--- src/rtl/gl_vga_timing_monitor.sv ---
// Passive frame-geometry and pixel-checksum monitor for the GL VGA generator.
// Measures line/frame totals and active extents once per frame and flags lock when they repeat.
module gl_vga_timing_monitor #(
    parameter int CNT_W         = 12,
    parameter int STABLE_FRAMES = 3
) (
    input  logic             clk,
    input  logic             reset,
    input  logic             ce_pix,
    input  logic             HBlank,
    input  logic             VBlank,
    input  logic [7:0]       vr,
    input  logic [7:0]       vg,
    input  logic [7:0]       vb,
    output logic [CNT_W-1:0] h_total,
    output logic [CNT_W-1:0] h_active,
    output logic [CNT_W-1:0] v_total,
    output logic [CNT_W-1:0] v_active,
    output logic [23:0]      pix_sum,
    output logic             h_jitter,
    output logic             meas_valid,
    output logic             locked
);

    localparam logic [CNT_W-1:0] CNT_MAX   = {CNT_W{1'b1}};
    localparam logic [CNT_W-1:0] CNT_ONE   = CNT_W'(1);
    localparam logic [3:0]       MATCH_TGT = 4'(STABLE_FRAMES);

    typedef enum logic [0:0] {
        ST_SEARCH  = 1'b0,
        ST_MEASURE = 1'b1
    } state_t;

    function automatic logic [CNT_W-1:0] sat_inc(input logic [CNT_W-1:0] val, input logic en);
        if (en && (val != CNT_MAX)) begin
            sat_inc = val + CNT_ONE;
        end else begin
            sat_inc = val;
        end
    endfunction

    state_t           state_r;
    state_t           state_nxt_s;

    logic             prev_hblank_r;
    logic             ls_vblank_r;
    logic [CNT_W-1:0] hcnt_r;
    logic [CNT_W-1:0] hact_r;
    logic [CNT_W-1:0] vcnt_r;
    logic [CNT_W-1:0] vact_r;
    logic [23:0]      sum_r;
    logic [CNT_W-1:0] ref_len_r;
    logic             ref_valid_r;
    logic             jit_r;

    logic [CNT_W-1:0] h_total_r;
    logic [CNT_W-1:0] h_active_r;
    logic [CNT_W-1:0] v_total_r;
    logic [CNT_W-1:0] v_active_r;
    logic [23:0]      pix_sum_r;
    logic             h_jitter_r;
    logic             meas_valid_r;
    logic             locked_r;
    logic             have_prev_r;
    logic [3:0]       match_r;
    logic [3:0]       match_nxt_s;

    logic             line_start_s;
    logic             frame_start_s;
    logic             sat_s;
    logic             restart_s;
    logic             publish_s;
    logic             lost_s;
    logic             frame_jit_s;
    logic             geom_eq_s;
    logic [23:0]      pix_s;
    logic [23:0]      sum_add_s;

    assign line_start_s  = ce_pix & ~HBlank & prev_hblank_r;
    assign frame_start_s = line_start_s & ~VBlank & ls_vblank_r;
    assign sat_s         = ce_pix & ((hcnt_r == CNT_MAX) | (vcnt_r == CNT_MAX));
    assign pix_s         = {16'd0, vr} + {16'd0, vg} + {16'd0, vb};
    assign sum_add_s     = (~HBlank & ~VBlank) ? pix_s : 24'd0;

    // The line completing at a frame start is still part of the old frame's jitter check.
    assign frame_jit_s = jit_r | (ref_valid_r & (hcnt_r != ref_len_r));
    assign geom_eq_s   = have_prev_r
                       & (hcnt_r == h_total_r) & (hact_r == h_active_r)
                       & (vcnt_r == v_total_r) & (vact_r == v_active_r);

    // State register.
    always_ff @(posedge clk) begin
        if (reset) begin
            state_r <= ST_SEARCH;
        end else begin
            state_r <= state_nxt_s;
        end
    end

    // Next-state logic: saturation loses the frame and takes priority over a frame start.
    always_comb begin
        state_nxt_s = state_r;
        case (state_r)
            ST_SEARCH: begin
                if (frame_start_s) begin
                    state_nxt_s = ST_MEASURE;
                end else begin
                    state_nxt_s = ST_SEARCH;
                end
            end
            ST_MEASURE: begin
                if (sat_s) begin
                    state_nxt_s = ST_SEARCH;
                end else begin
                    state_nxt_s = ST_MEASURE;
                end
            end
            default: state_nxt_s = ST_SEARCH;
        endcase
    end

    // Per-state control strobes.
    always_comb begin
        restart_s = 1'b0;
        publish_s = 1'b0;
        lost_s    = 1'b0;
        case (state_r)
            ST_SEARCH: begin
                restart_s = frame_start_s;
            end
            ST_MEASURE: begin
                lost_s    = sat_s;
                restart_s = frame_start_s & ~sat_s;
                publish_s = frame_start_s & ~sat_s;
            end
            default: begin
                restart_s = 1'b0;
                publish_s = 1'b0;
                lost_s    = 1'b0;
            end
        endcase
    end

    // Edge history used for line-start and frame-start detection.
    always_ff @(posedge clk) begin
        if (reset) begin
            prev_hblank_r <= 1'b0;
            ls_vblank_r   <= 1'b0;
        end else if (ce_pix) begin
            prev_hblank_r <= HBlank;
            if (line_start_s) begin
                ls_vblank_r <= VBlank;
            end
        end
    end

    // Running counters; the frame-start sample is sample 1 of line 1 of the new frame.
    always_ff @(posedge clk) begin
        if (reset) begin
            hcnt_r      <= '0;
            hact_r      <= '0;
            vcnt_r      <= '0;
            vact_r      <= '0;
            sum_r       <= 24'd0;
            ref_len_r   <= '0;
            ref_valid_r <= 1'b0;
            jit_r       <= 1'b0;
        end else if (ce_pix) begin
            if (restart_s) begin
                hcnt_r      <= CNT_ONE;
                hact_r      <= CNT_ONE;
                vcnt_r      <= CNT_ONE;
                vact_r      <= CNT_ONE;
                sum_r       <= pix_s;
                ref_valid_r <= 1'b0;
                jit_r       <= 1'b0;
            end else if (line_start_s) begin
                hcnt_r <= CNT_ONE;
                hact_r <= CNT_ONE;
                vcnt_r <= sat_inc(vcnt_r, 1'b1);
                vact_r <= sat_inc(vact_r, ~VBlank);
                sum_r  <= sum_r + sum_add_s;
                if (!ref_valid_r) begin
                    ref_len_r   <= hcnt_r;
                    ref_valid_r <= 1'b1;
                end else if (hcnt_r != ref_len_r) begin
                    jit_r <= 1'b1;
                end
            end else begin
                hcnt_r <= sat_inc(hcnt_r, 1'b1);
                hact_r <= sat_inc(hact_r, ~HBlank);
                sum_r  <= sum_r + sum_add_s;
            end
        end
    end

    // Measurement outputs, captured at each accepted frame start.
    always_ff @(posedge clk) begin
        if (reset) begin
            h_total_r    <= '0;
            h_active_r   <= '0;
            v_total_r    <= '0;
            v_active_r   <= '0;
            pix_sum_r    <= 24'd0;
            h_jitter_r   <= 1'b0;
            meas_valid_r <= 1'b0;
        end else begin
            meas_valid_r <= publish_s;
            if (publish_s) begin
                h_total_r  <= hcnt_r;
                h_active_r <= hact_r;
                v_total_r  <= vcnt_r;
                v_active_r <= vact_r;
                pix_sum_r  <= sum_r;
                h_jitter_r <= frame_jit_s;
            end
        end
    end

    // Match counter: compares new geometry against the measurement still held in the outputs.
    always_comb begin
        match_nxt_s = match_r;
        if (lost_s) begin
            match_nxt_s = 4'd0;
        end else if (publish_s) begin
            if (geom_eq_s && !frame_jit_s) begin
                if (match_r == MATCH_TGT) begin
                    match_nxt_s = match_r;
                end else begin
                    match_nxt_s = match_r + 4'd1;
                end
            end else begin
                match_nxt_s = 4'd0;
            end
        end else begin
            match_nxt_s = match_r;
        end
    end

    // Lock state; locked moves in the same cycle as meas_valid.
    always_ff @(posedge clk) begin
        if (reset) begin
            match_r     <= 4'd0;
            locked_r    <= 1'b0;
            have_prev_r <= 1'b0;
        end else begin
            match_r  <= match_nxt_s;
            locked_r <= (match_nxt_s == MATCH_TGT);
            if (lost_s) begin
                have_prev_r <= 1'b0;
            end else if (publish_s) begin
                have_prev_r <= 1'b1;
            end
        end
    end

    assign h_total    = h_total_r;
    assign h_active   = h_active_r;
    assign v_total    = v_total_r;
    assign v_active   = v_active_r;
    assign pix_sum    = pix_sum_r;
    assign h_jitter   = h_jitter_r;
    assign meas_valid = meas_valid_r;
    assign locked     = locked_r;

endmodule

--- config.mk ---
export PLATFORM = sky130hd
export DESIGN_NAME = gl_vga_timing_monitor
export DESIGN_NICKNAME = d
export VERILOG_FILES = /design/src/rtl/gl_vga_timing_monitor.sv
export SDC_FILE = /design/constraint.sdc
export NUM_CORES = 1
export LEC_CHECK = 0
export BUFFER_PORTS_ARGS = -buffer_cell sky130_fd_sc_hd__clkbuf_2
export CAP_MARGIN = 20
export CORE_ASPECT_RATIO = 1.75
export CORE_UTILIZATION = 57
export CTS_CLUSTER_SIZE = 20
export DETAILED_ROUTE_END_ITERATION = 12
export PLACE_DENSITY = 0.78
export SLEW_MARGIN = 25
export SYNTH_ARGS = -nofsm -noshare
export SYNTH_HDL_FRONTEND = slang
export SYNTH_SLANG_ARGS = --single-unit
--- constraint.sdc ---
create_clock -name clk -period 6.87 [get_ports clk]
set_input_delay 1.0305 -clock clk [delete_from_list [all_inputs] [get_ports clk]]
set_output_delay 1.0305 -clock clk [all_outputs]
set_load 0.02 [all_outputs]
==> run summary <==
### Pwr
• **worst ir drop on vdd** 0.000175 V
• **clock group share of total power** 0.435
• **register share of total power** 0.472
• **share of total power in combinational logic** 0.092
• **cell internal power dissipation** 1580 µW
• **Net Sw Frac** 0.253
• **Power Total** 2110 µW
• **power density relative to cell area** 218 nW/µm²
• **standby leakage power** 0.00379 µW
• **switching power total** 535 µW

### Run status
• **outcome** finished, final reports clean

### Clocking
• **clock tree from TritonCTS** built
• **cts bufs inserted** 17
• **clock network latency to the later pin of the worst-skew pair** 0.42 ns
• **root cell of the clock tree** sky130_fd_sc_hd__clkbuf_16
• **clock buffer depth** 2
• **number of buffers added to fix hold violations after cts** 0
• **count of clock tree sinks** 169
• **count of instances resized after the clock tree is built** 0
• **Max H-tree Level** 4
• **Clock Pin Slew Worst Setup and Hold Paths** 0.07 ns
• **number of setup buffers added after CTS** 0

### Routing
• **Via Count** 7541
• **DR DRC count** 0
• **per-cell via count in the routed design** 5.73
• **wire length per cell after detailed routing** 16.3 µm
• **residual antenna-violating net count after detailed routing** 0
• **wire length reported by the detailed router** 21.4 mm
• **first drt pass iteration count** 7
• **number of violations reported at the end of detailed-routing iteration 0** 379

### Synthesis
• **post-synthesis sequential area ratio** 0.391
• **fraction of post-synthesis cell area in the top cell type by area** 0.391
• **number of enable-type register cells in the synthesized netlist** 0
• **number of distinct library cell variants in the gate-level netlist after synthesis** 66
• **Most used DFF post-synth** sky130_fd_sc_hd__dfxtp_1
• **flop and latch count out of synthesis** 169
• **Syn Inst Count** 1056
• **Synth area leader** sky130_fd_sc_hd__dfxtp_1
• **most instantiated library cell after synthesis** sky130_fd_sc_hd__nand2_1
• **top post-synthesis cells by area** sky130_fd_sc_hd__dfxtp_1 39%, sky130_fd_sc_hd__nand2_1 8.5%, sky130_fd_sc_hd__xnor2_1 6.6%
• **Synthesis Warnings** 0
• **post-synthesis area per instance** 8.20 µm²
• **leading cell types by count after synthesis** 197 x sky130_fd_sc_hd__nand2_1, 169 x sky130_fd_sc_hd__dfxtp_1, 112 x sky130_fd_sc_hd__a21oi_1, 102 x sky130_fd_sc_hd__nor2_1, 65 x sky130_fd_sc_hd__xnor2_1
• **netlist area before placement** 8660 µm²
• **share of async-settable or async-resettable flops after synthesis** 0
• **syn nets** 1117

### Global route
• **total overflow reported by the global router** 0
• **number of antenna violations at the first check in global routing** 0
• **met3 GRT Util** 0.0527
• **overall fraction of global-route tracks in use** 0.281
• **met2 track demand over resource in global routing** 0.506
• **most used routing layer** met2
• **Global Route met1 Usage** 0.304
• **global-route wire length before repair** 34.2 mm
• **pin count of the biggest net entering global routing** 81
• **vias in the first global route** 7177

### Setup path
• **Most common cell on crit path** sky130_fd_sc_hd__nor2_1
• **nature of the critical path endpoint** flip-flop
• **worst-path cell with the longest stage delay** sky130_fd_sc_hd__a21oi_1
• **Cell Chain, Critical Path** clkbuf_2 > inv_1 > fa_1 > inv_1 > ha_1 > fa_1 > a21o_1 > a21oi_1 > xnor2_1 > nor2_1 > ha_1 > nor3_1 > nor2_1 > a41o_1 > a21oi_1 > and3b_1 > xnor2_1 > nor2_1
• **critical path startpoint category** primary input
• **largest stage delay on the critical path** 0.60 ns
• **data required time of the critical path** 7.17 ns
• **critical path's top delay family** adder cells
• **critical path data arrival time** 4.99 ns
• **class of the most critical setup path** in2reg
• **Max Fanout on Critical Path** 12
• **total buffers and inverters traversed by the critical path** 3

### STA
• **number of pins with negative max-slew slack in the final report** 0
• **transition time at the pin with the least slew margin** 1.01 ns
• **Tcrit/Tclk final** 0.683
• **Fmax** 213 MHz
• **post-layout min period** 4.69 ns
• **Slew Limit Headroom** 0.327
• **number of setup violations in the final report** 0
• **hold violation count in the final report** 0
• **final setup skew** 0.00803 ns
• **Final TNS setup** 0 ns
• **RSZ-0062 raised after global routing** false

### Place
• **# port buffers** 103
• **HPWL after detailed placement** 15.1 mm
• **Final Wtd Congestion** 0.843

### Min path
• **worst min-delay path class** reg2reg

### Floorplanning
• **starting density of the core** 0.584
• **number of standard-cell rows in the floorplan** 59
• **ports placed on the boundary** 104
• **die width** 95.2 µm
• **die extent in y** 165 µm
• **floorplan core area** 14800 µm²
• **Die Outline Area** 15700 µm²

### Run
• **number of max-cap violations** 0

### Layout
• **synthesis-to-finish area growth** 11.8%
• **fraction of layout cells with a size suffix above 1** 0.146
• **Antenna Diode Count** 0
• **final core occ** 0.653
• **NumNets Final** 1181

## cell usage in the layout, fill, tap and decap left out, drive strengths merged, types with 17 or more instances in the layout
master,n
a21oi,112
and3,17
clkbuf,121
dfxtp,169
ha,22
inv,33
mux2i,22
nand2,197
nand3,32
nand4,25
nor2,102
o21ai,28
xnor2,65
xor2,39
## metal layers
layer | up-vias | share of wire
met5 | - | 0
met4 | 0 | 0.047
met3 | 58 | 0.042
met2 | 219 | 0.53
met1 | 3559 | 0.38
li1 | 3705 | -
## path summary, 6_finish.rpt
kind          startpoint     endpoint  slack, ns  depth (start not counted)
max reg2reg    hcnt_r[0]    sum_r[12]       3.41                          9
min          pix_sum[17]  pix_sum[17]       0.46                          2
max                vr[1]    sum_r[19]       2.18                         18
min reg2reg  pix_sum[17]  pix_sum[17]       0.46                          2
## power groups by stage
| stage | sequential, µW | combinational, µW | clock, µW |
|---|---|---|---|
| floorplan | 1020 | 152 | 0 |
| global placement | 1020 | 190 | 0 |
| detailed placement | 1020 | 193 | 0 |
| CTS | 999 | 195 | 929 |
| global route | 1000 | 219 | 969 |
| finish | 999 | 195 | 921 |
## kinds of logic (layout without fill, tap and decap cells)
| group | after synthesis | after routing | synth area share |
|---|---|---|---|
| DFF | 169 | 169 | 0.391 |
| and+or+nand+nor | 445 | 445 | 0.240 |
| AOI/OAI and AO/OA | 191 | 191 | 0.132 |
| adders and majority gates | 32 | 32 | 0.0549 |
| xor gates and xnor gates | 104 | 104 | 0.105 |
| muxes | 23 | 23 | 0.0267 |
| buffers and inverters | 92 | 168 | 0.0500 |
## through the flow
step	setup WS, ns	cell area [µm²]	instances	hold WS [ns]
global placement	1.82	9120	1284	0.443
finish	2.18	9680	1315	0.457
global route	1.81	9680	1315	0.477
floorplan	2.48	8660	1056	0.437
CTS	2.17	9680	1315	0.457
detailed placement	1.72	9120	1284	0.448
## worst register-to-register path, stage by stage, from the launching register on
cell	delay [ns]
sky130_fd_sc_hd__dfxtp_1	0.54
sky130_fd_sc_hd__ha_1	0.24
sky130_fd_sc_hd__nand3_1	0.14
sky130_fd_sc_hd__nor3_2	0.27
sky130_fd_sc_hd__o211ai_2	0.14
sky130_fd_sc_hd__nand3_1	0.73
sky130_fd_sc_hd__nand2_1	0.50
sky130_fd_sc_hd__buf_4	0.37
sky130_fd_sc_hd__or2_2	0.32
sky130_fd_sc_hd__mux2i_1	0.13
## layout make-up
class | instances | area [µm²]
clock inverter | 12 | 120
multi-input combinational | 795 | 4850
clock buffer | 19 | 443
tap | 183 | 229
timing repair buffer | 107 | 548
fill | 1270 | 5150
sequential | 169 | 3380
inverter | 30 | 113
Note: power is estimated with default switching activity, not from simulation.
